**config.mk**
```make
export PLATFORM = sky130hd
export DESIGN_NAME = mem_arbiter
export DESIGN_NICKNAME = d
export VERILOG_FILES = /design/src/rtl/mem_arb_pkg.sv /design/src/rtl/mem_arb_pick.sv /design/src/rtl/mem_arbiter.sv
export SDC_FILE = /design/constraint.sdc
export NUM_CORES = 1
export LEC_CHECK = 0
export CORE_AREA = 4 4 639 641
export CTS_CLUSTER_SIZE = 28
export DETAILED_ROUTE_END_ITERATION = 7
export DIE_AREA = 0 0 643 645
export MAX_ROUTING_LAYER = met4
export SYNTH_ARGS = -nofsm -noshare
export SYNTH_HDL_FRONTEND = slang
export SYNTH_SLANG_ARGS = --single-unit
```
**constraint.sdc**
```tcl
create_clock -name clk_i -period 1.7 [get_ports clk_i]
set_input_delay 0.255 -clock clk_i [delete_from_list [all_inputs] [get_ports clk_i]]
set_output_delay 0.255 -clock clk_i [all_outputs]
set_load 0.02 [all_outputs]
```
**src/rtl/mem_arb_pkg.sv**
```systemverilog
// Shared types and constants for the two-port Data_Memory arbiter.
// MEM_ARB_RR_EN (optional macro) selects round-robin tie-breaking; see mem_arb_pick.
package mem_arb_pkg;

    localparam int ADDR_W_DEF = 32;
    localparam int DATA_W_DEF = 256;

    localparam logic PORT_I = 1'b0;
    localparam logic PORT_D = 1'b1;

    typedef logic [1:0] arb_state_t;

    localparam arb_state_t IDLE = 2'd0;
    localparam arb_state_t GNT0 = 2'd1;
    localparam arb_state_t GNT1 = 2'd2;

    // One-hot owner view of the state; IDLE (or any stray code) owns nothing.
    function automatic logic [1:0] state_to_gnt(input arb_state_t s);
        logic [1:0] g;
        g = 2'b00;
        if (s == GNT0) g = 2'b01;
        if (s == GNT1) g = 2'b10;
        return g;
    endfunction

endpackage

```
**src/rtl/mem_arb_pick.sv**
```systemverilog
// Combinational winner selection between icache (port 0) and dcache (port 1).
// MEM_ARB_RR_EN defined: ties alternate away from last_gnt; otherwise dcache wins ties.
module mem_arb_pick
    import mem_arb_pkg::*;
(
    input  logic req0,
    input  logic req1,
    input  logic last_gnt,
    output logic any,
    output logic win
);

    always_comb begin
        any = req0 | req1;
        win = PORT_I;
        if (req0 && req1) begin
`ifdef MEM_ARB_RR_EN
            win = ~last_gnt;
`else
            win = PORT_D;
`endif
        end else if (req1) begin
            win = PORT_D;
        end
    end

`ifndef MEM_ARB_RR_EN
    // Fixed priority ignores history; the register is still kept in the top.
    logic unused_last_gnt;
    assign unused_last_gnt = last_gnt;
`endif

endmodule

```
**src/rtl/mem_arbiter.sv**
```systemverilog
// Serialises icache (port 0) and dcache (port 1) onto the single Data_Memory port.
// Optional macro MEM_ARB_RR_EN switches tie-breaking from fixed (dcache) to round-robin.
module mem_arbiter
    import mem_arb_pkg::*;
#(
    parameter int ADDR_W = ADDR_W_DEF,
    parameter int DATA_W = DATA_W_DEF
) (
    input  logic              clk_i,
    input  logic              rst_i,

    input  logic              p0_enable_i,
    input  logic              p0_write_i,
    input  logic [ADDR_W-1:0] p0_addr_i,
    input  logic [DATA_W-1:0] p0_data_i,
    output logic              p0_ack_o,
    output logic [DATA_W-1:0] p0_data_o,

    input  logic              p1_enable_i,
    input  logic              p1_write_i,
    input  logic [ADDR_W-1:0] p1_addr_i,
    input  logic [DATA_W-1:0] p1_data_i,
    output logic              p1_ack_o,
    output logic [DATA_W-1:0] p1_data_o,

    output logic              mem_enable_o,
    output logic              mem_write_o,
    output logic [ADDR_W-1:0] mem_addr_o,
    output logic [DATA_W-1:0] mem_data_o,
    input  logic [DATA_W-1:0] mem_data_i,
    input  logic              mem_ack_i,

    output logic [1:0]        gnt_o
);

    arb_state_t state;
    logic       last_gnt;
    logic       pick_any;
    logic       pick_win;

    mem_arb_pick u_pick (
        .req0     (p0_enable_i),
        .req1     (p1_enable_i),
        .last_gnt (last_gnt),
        .any      (pick_any),
        .win      (pick_win)
    );

    // A grant is only released by mem_ack_i, never by the requester dropping
    // enable, so Data_Memory always completes what it started.
    always_ff @(posedge clk_i or posedge rst_i) begin
        if (rst_i) begin
            state    <= IDLE;
            last_gnt <= PORT_I;
        end else begin
            case (state)
                IDLE: begin
                    if (pick_any) state <= (pick_win == PORT_D) ? GNT1 : GNT0;
                end
                GNT0: begin
                    if (mem_ack_i) begin
                        state    <= IDLE;
                        last_gnt <= PORT_I;
                    end
                end
                GNT1: begin
                    if (mem_ack_i) begin
                        state    <= IDLE;
                        last_gnt <= PORT_D;
                    end
                end
                default: state <= IDLE;
            endcase
        end
    end

    // Memory-side mux: address and data follow the owner live (nothing is latched).
    always_comb begin
        mem_enable_o = 1'b0;
        mem_write_o  = 1'b0;
        mem_addr_o   = '0;
        mem_data_o   = '0;
        case (state)
            GNT0: begin
                mem_enable_o = 1'b1;
                mem_write_o  = p0_write_i;
                mem_addr_o   = p0_addr_i;
                mem_data_o   = p0_data_i;
            end
            GNT1: begin
                mem_enable_o = 1'b1;
                mem_write_o  = p1_write_i;
                mem_addr_o   = p1_addr_i;
                mem_data_o   = p1_data_i;
            end
            default: ;
        endcase
    end

    // A stray ack while IDLE (e.g. left over from before a reset) reaches nobody.
    always_comb begin
        p0_ack_o = mem_ack_i & (state == GNT0);
        p1_ack_o = mem_ack_i & (state == GNT1);
    end

    assign p0_data_o = mem_data_i;
    assign p1_data_o = mem_data_i;
    assign gnt_o     = state_to_gnt(state);

    ack_exclusive: assert property (@(posedge clk_i) disable iff (rst_i)
        !(p0_ack_o && p1_ack_o));
    gnt_onehot: assert property (@(posedge clk_i) disable iff (rst_i)
        $onehot0(gnt_o));

endmodule

```
==> results of run 1 <==
-- layout by cell type, fill, tap and decap left out, types with 3 or more instances in the layout --
cell type and instances:
sky130_fd_sc_hd__buf_8 32, sky130_fd_sc_hd__buf_6 104, sky130_fd_sc_hd__buf_16 44, sky130_fd_sc_hd__diode_2 262, sky130_fd_sc_hd__ha_4 3, sky130_fd_sc_hd__a22oi_2 285, sky130_fd_sc_hd__a22oi_1 4, sky130_fd_sc_hd__nor2b_4 136
sky130_fd_sc_hd__buf_4 39, sky130_fd_sc_hd__buf_2 3, sky130_fd_sc_hd__clkdlybuf4s50_1 582, sky130_fd_sc_hd__nor2b_2 153, sky130_fd_sc_hd__clkbuf_16 21, sky130_fd_sc_hd__buf_12 287
-- power by group --
group	internal, uW	leakage (uW)	total (uW)	switching [uW]
logic	23400	0.00820	43600	20200
clock network	299	0.0000386	356	56.4
registers	67.8	0.0000256	87.7	20.0
total	23700	0.00827	44000	20300
-- worst max-delay path: stages, from the launching register on --
cell and delay (ns):
sky130_fd_sc_hd__dfrtp_1 0.41, sky130_fd_sc_hd__buf_6 0.14, sky130_fd_sc_hd__ha_4 0.16, sky130_fd_sc_hd__buf_12 0.14
sky130_fd_sc_hd__buf_16 0.14, sky130_fd_sc_hd__buf_12 0.13, sky130_fd_sc_hd__buf_8 0.12, sky130_fd_sc_hd__a22oi_2 0.32
sky130_fd_sc_hd__nor2b_2 0.11, sky130_fd_sc_hd__buf_12 0.16
-- what timing repair did --
item | 4_1_cts | 5_1_grt
pin swaps | 119 | 97
gates cloned | 34 | 24
resized for setup | 648 | 399
hold endpoints to repair | 0 | 0
buffers inserted | 67 | 53
endpoints found under the setup margin | 292 | 294
-- stage by stage --
step	worst slack [ns]	setup TNS (ns)	area (sq um)	utilization, %	instances
3_5_place_dp	-0.733	-138.56	23500	5.85	6837
2_1_floorplan	-0.0832	-13.14	9480	-	1205
6_report	-0.637	-149.69	29600	7.35	7259
5_1_grt	-0.707	-171.41	29600	7.35	7254
3_3_place_gp	-0.711	-132.47	23500	5.85	6837
4_1_cts	-0.691	-153.97	26700	6.64	6937
-- path summary, 6_finish.rpt --
kind,start,to,cells after the start,slack (ns)
min in group clk_i,mem_data_i[142],p0_data_o[142],0,0.51
worst min register to register,state[1],state[1],3,0.74
worst max register to register,state[0],state[1],9,-0.21
worst max-delay path,state[0],mem_addr_o[22],9,-0.64
worst min-delay path,rst_i,state[1],2,0.26
max in group asynchronous,rst_i,state[0],2,1.33
-- per-layer routing --
layer,global-route usage [%],up-vias,wire length (um)
li1,-,5046,-
met1,12.4,6002,101000
met2,29.4,2380,179000
met3,24.2,490,106000
met4,3.05,0,9560
met5,-,-,0
-- cell families after synthesis --
logic type | Yosys count | synth area share, %
flops | 2 | 0.590
simple gates | 293 | 21.6
compound gates | 293 | 25.9
buf+inv | 612 | 51.2
fa+ha+maj | 5 | 0.737
-- cell type report --
class | instances | area share (%)
Antenna cell | 262 | 2.22
Clock buffer | 3 | 0.254
Inverter | 4 | 0.0507
Multi-Input combinational cell | 591 | 23.6
Sequential cell | 2 | 0.169
Tap cell | 5287 | 22.4
Timing Repair Buffer | 1110 | 51.4
==> results.toml, run 1 <==
[grt]
global_route.usage.total_pct = 18.6
gr-total-overflow = 0
initial_antenna_violation_count = 455
grt_pass1_vias = 12300
largest_net_degree_at_the_start_of_global_routing = 29
grt_pass1_wl_um = 421000

[floorplan]
dieWidth_um = 643
design.die.area_sq_um = 415000
io_pins = 1645
placeableCoreArea_sq_um = 402000
rows = 233
dieHeight_um = 645
initial_core_util_pct = 2.11

[critical_path]
crit_path_end_kind = "output pin"
worst-path-max-fanout = 4
critPathKind = "flop to output pin"
arrival_ns = 2.08
critPathLaunchType = "flop"
required_ns = 1.44

[synthesis]
synthesis.nets = 2049
synth_cell_type_count = 15
synth_seq_area_share_pct = 0.590
yosys_warnings = 0
postSynthRegisterBits = 2
syn_area_sq_um = 8490
library_cell_with_the_highest_instance_count_after_synthesis = "sky130_fd_sc_hd__buf_4"
yosys_most_used_dff = "sky130_fd_sc_hd__dfrtp_1"
synth-async-reset-ratio_pct = 100
post_synth.cell_area_avg_sq_um = 7.04
synth_commonest_cells = "518 x sky130_fd_sc_hd__buf_4, 289 x sky130_fd_sc_hd__a22oi_1, 289 x sky130_fd_sc_hd__nor2b_1"
number_of_enable_type_register_cells_in_the_synthesized_netlist = 0
synthCells = 1205
synth_top_cell_area_share_pct = 45.8
top_post_synthesis_cells_by_area = "sky130_fd_sc_hd__buf_4 46%, sky130_fd_sc_hd__a22oi_1 26%, sky130_fd_sc_hd__nor2b_1 21%"
netlist.top_cell.by_area = "sky130_fd_sc_hd__buf_4"

[drt]
final_antenna_net_count = 0
wl_per_cell_um = 54.4
post_drt_via_cell_ratio = 1.92
drc = 0
detail_route.first_pass.iterations = 5
detailroute.via_count = 13900
postRouteWirelength_um = 395000
first_iter_violations = 687

[timing]
max-slew-margin-rel_pct = 66.0
final.setup.worst_slack_ns = -0.637
unrepaired_setup_endpoints_after_global_routing = "yes"
final_period_minus_worst_setup_slack_ns = 2.34
worst_pin_slew_ns = 0.510
report.final.hold_viol_count = 0
final_max_slew_viol_count = 0
fmaxAchievable_ghz = 0.428
skew_ns = 0.00111
final.hold.worst_slack_ns = 0.256
setup_viol = 294
min_period_over_period_pct = 137

[finish]
top_register = "state"
layout_top_registers = "state: 2 flops"
growth_of_design_area_from_synthesis_to_finish_pct = 249
multi_input_comb_area_sq_um = 6980
post_route_cells_drive_above_1_share_pct = 65.2
largest_reg_flops = 2
fill_cells = 46800
final-seq-area_sq_um = 50.0
final_net_count = 2556

[worst_hold_path]
timing.hold.worst.class = "input port to async pin"

[clocking]
hold_buffers = 0
numClockSinks = 2
tritoncts = "built"
cts_clock_pin_slew_for_the_worst_setup_and_hold_paths_ns = 0.03
clockRootBuffer = "sky130_fd_sc_hd__clkbuf_16"
clk_latency_ns = 0.22
numCtsBuffers = 3
cts-root-to-sink-buffers = 2
number_of_h_tree_levels = 1

[placement]
port_buffers = 876
gp_congestion = 0.783
half_perimeter_wire_length_of_the_detailed_placement_result_um = 366000

[pwr]
ir_worst_vdd_mv = 0.844
power_uw = 44000
static-leakage-power_uw = 0.00827
power_density_over_the_cells_nw_per_um2 = 1490

[outcome]
failing_checks = "setup timing"
outcome = "finished with violations"

[job]
max_cap_viol_count = 0
Power figures use the tool's default switching activity.
==> run 2: changes to the inputs <==
--- a/config.mk
+++ b/config.mk
@@ -10,6 +10,7 @@
 export DETAILED_ROUTE_END_ITERATION = 7
 export DIE_AREA = 0 0 643 645
 export MAX_ROUTING_LAYER = met4
+export SKIP_CTS_REPAIR_TIMING = 1
 export SYNTH_ARGS = -nofsm -noshare
 export SYNTH_HDL_FRONTEND = slang
 export SYNTH_SLANG_ARGS = --single-unit
==> run 2 against run 1 <==
The run still ends with setup timing left. Critical path depth decreased by 1. Maximum frequency shrank 0.66%. Register-to-register slack lost 0.17 ns. Clock skew about the same. Die area unchanged. Sequential share of layout area hardly changed. Setup slack got worse by 0.016 ns. Critical path type unchanged. Critical endpoint is now mem_data_o[33]. Largest power group unchanged.
==> results.toml, run 2 (synthesis results as in run 1) <==
[finish]
layout.cells.most_common = "sky130_fd_sc_hd__clkdlybuf4s50_1"
final_core_util_pct = 6.91
top_register = "state"
post_route_cells_drive_above_1_share_pct = 59.9
mostFrequentLayoutCells = "582 x sky130_fd_sc_hd__clkdlybuf4s50_1, 275 x sky130_fd_sc_hd__buf_12, 220 x sky130_fd_sc_hd__a22oi_2"
layout_top_registers = "state: 2 flops"
post_layout_nonfiller_instances = 7204
growth_of_design_area_from_synthesis_to_finish_pct = 227
largest_reg_flops = 2
final_net_count = 2508
fill_cells = 47000
stdcell_area_sq_um = 27800

[floorplan]
design.die.area_sq_um = 415000
rows = 233
placeableCoreArea_sq_um = 402000
dieHeight_um = 645
initial_core_util_pct = 2.11
dieWidth_um = 643
io_pins = 1645

[worst_hold_path]
timing.hold.worst.class = "input port to async pin"

[grt]
global_route.usage.total_pct = 18.0
grt_pass1_vias = 11400
initial_antenna_violation_count = 460
largest_net_degree_at_the_start_of_global_routing = 39
grt_pass1_wl_um = 406000
gr-total-overflow = 0

[drt]
post_drt_via_cell_ratio = 1.89
drc = 0
first_iter_violations = 642
postRouteWirelength_um = 392000
final_antenna_net_count = 0
wl_per_cell_um = 54.4
detailroute.via_count = 13600
detail_route.first_pass.iterations = 5

[timing]
report.final.hold_viol_count = 0
setup_tns_ns = -156.53
max-slew-margin-rel_pct = 66.9
fmaxAchievable_ghz = 0.425
final_period_minus_worst_setup_slack_ns = 2.35
final.setup.worst_slack_ns = -0.652
min_period_over_period_pct = 138
final_max_slew_viol_count = 0
setup_viol = 294
unrepaired_setup_endpoints_after_global_routing = "yes"
skew_ns = 0.00141
worst_pin_slew_ns = 0.497

[placement]
half_perimeter_wire_length_of_the_detailed_placement_result_um = 366000
placed_area_sq_um = 23500
gp_congestion = 0.783
port_buffers = 876
dp.cells = 6837
dp_worst_setup_slack_ns = -0.733

[critical_path]
cp-startpoint = "state[0]"
critPathLaunchType = "flop"
critPathKind = "flop to output pin"
worstRegToRegCells = 10
required_ns = 1.44
arrival_ns = 2.10
crit_path_end_kind = "output pin"
worst-path-max-fanout = 9
rr_startpoint = "state[1]"

[pwr]
static-leakage-power_uw = 0.00764
ir_worst_vdd_mv = 0.723
power_density_over_the_cells_nw_per_um2 = 1400

[job]
max_cap_viol_count = 0

[clocking]
clk_latency_ns = 0.22
numCtsBuffers = 3
number_of_h_tree_levels = 1
cts-root-to-sink-buffers = 2
tritoncts = "built"
clockRootBuffer = "sky130_fd_sc_hd__clkbuf_16"
numClockSinks = 2
cts_clock_pin_slew_for_the_worst_setup_and_hold_paths_ns = 0.03

[outcome]
failing_checks = "setup timing"
outcome = "finished with violations"
==> run 2: path summary, 6_finish.rpt <==
kind / endpoint / slack [ns]
setup / recovery: mem_data_o[33] / -0.65
hold / removal: state[1] / 0.24
setup reg to reg: state[1] / -0.38
hold reg to reg: state[1] / 0.67
max in group asynchronous: state[0] / 1.34
min in group clk_i: p0_data_o[142] / 0.51
==> run 2: report_power, final <==
group          internal (uW)  switching, uW
Combinational          19900          18600
Sequential              67.7           22.3
Clock                    299           57.1
==> run 2: critical path, cell delays in order (launching register included) <==
cell                        delay (ns)
sky130_fd_sc_hd__dfrtp_1          0.41
sky130_fd_sc_hd__buf_6            0.14
sky130_fd_sc_hd__ha_4             0.19
sky130_fd_sc_hd__buf_12           0.16
sky130_fd_sc_hd__clkbuf_16        0.21
sky130_fd_sc_hd__buf_6            0.16
sky130_fd_sc_hd__a22oi_2          0.30
sky130_fd_sc_hd__nor2b_2          0.11
sky130_fd_sc_hd__buf_12           0.15
==> run 2: layout make-up <==
class	instances	area [sq um]	area share, %
timing repair buffer	1062	13900	50.2
clock buffer	3	75.1	0.270
antenna	255	638	2.30
multi-input combinational	591	6440	23.2
tap	5287	6620	23.8
inverter	4	15.0	0.0540
sequential	2	50.0	0.180
==> run 2: per-stage QoR <==
step	total power, uW	hold WS [ns]
finish	38900	0.238
global route	40400	0.252
CTS	30700	0.257
detailed placement	30200	0.486
global placement	30100	0.463
floorplan	13700	-0.00382
==> run 2: per-layer routing <==
layer	GRT usage (%)	wire (um)	vias up
met4	2.57	7900	0
met1	11.9	98900	5851
met5	-	0	-
met3	23.7	106000	491
li1	-	-	4926
met2	28.4	179000	2381
==> run 3: changes to the inputs <==
--- a/config.mk
+++ b/config.mk
@@ -5,6 +5,7 @@
 export SDC_FILE = /design/constraint.sdc
 export NUM_CORES = 1
 export LEC_CHECK = 0
+export CAP_MARGIN = 20
 export CORE_AREA = 4 4 639 641
 export CTS_CLUSTER_SIZE = 28
 export DETAILED_ROUTE_END_ITERATION = 7
==> results of run 3 <==
Same layout as run 2: the final DEF is identical, and so are final timing and power.
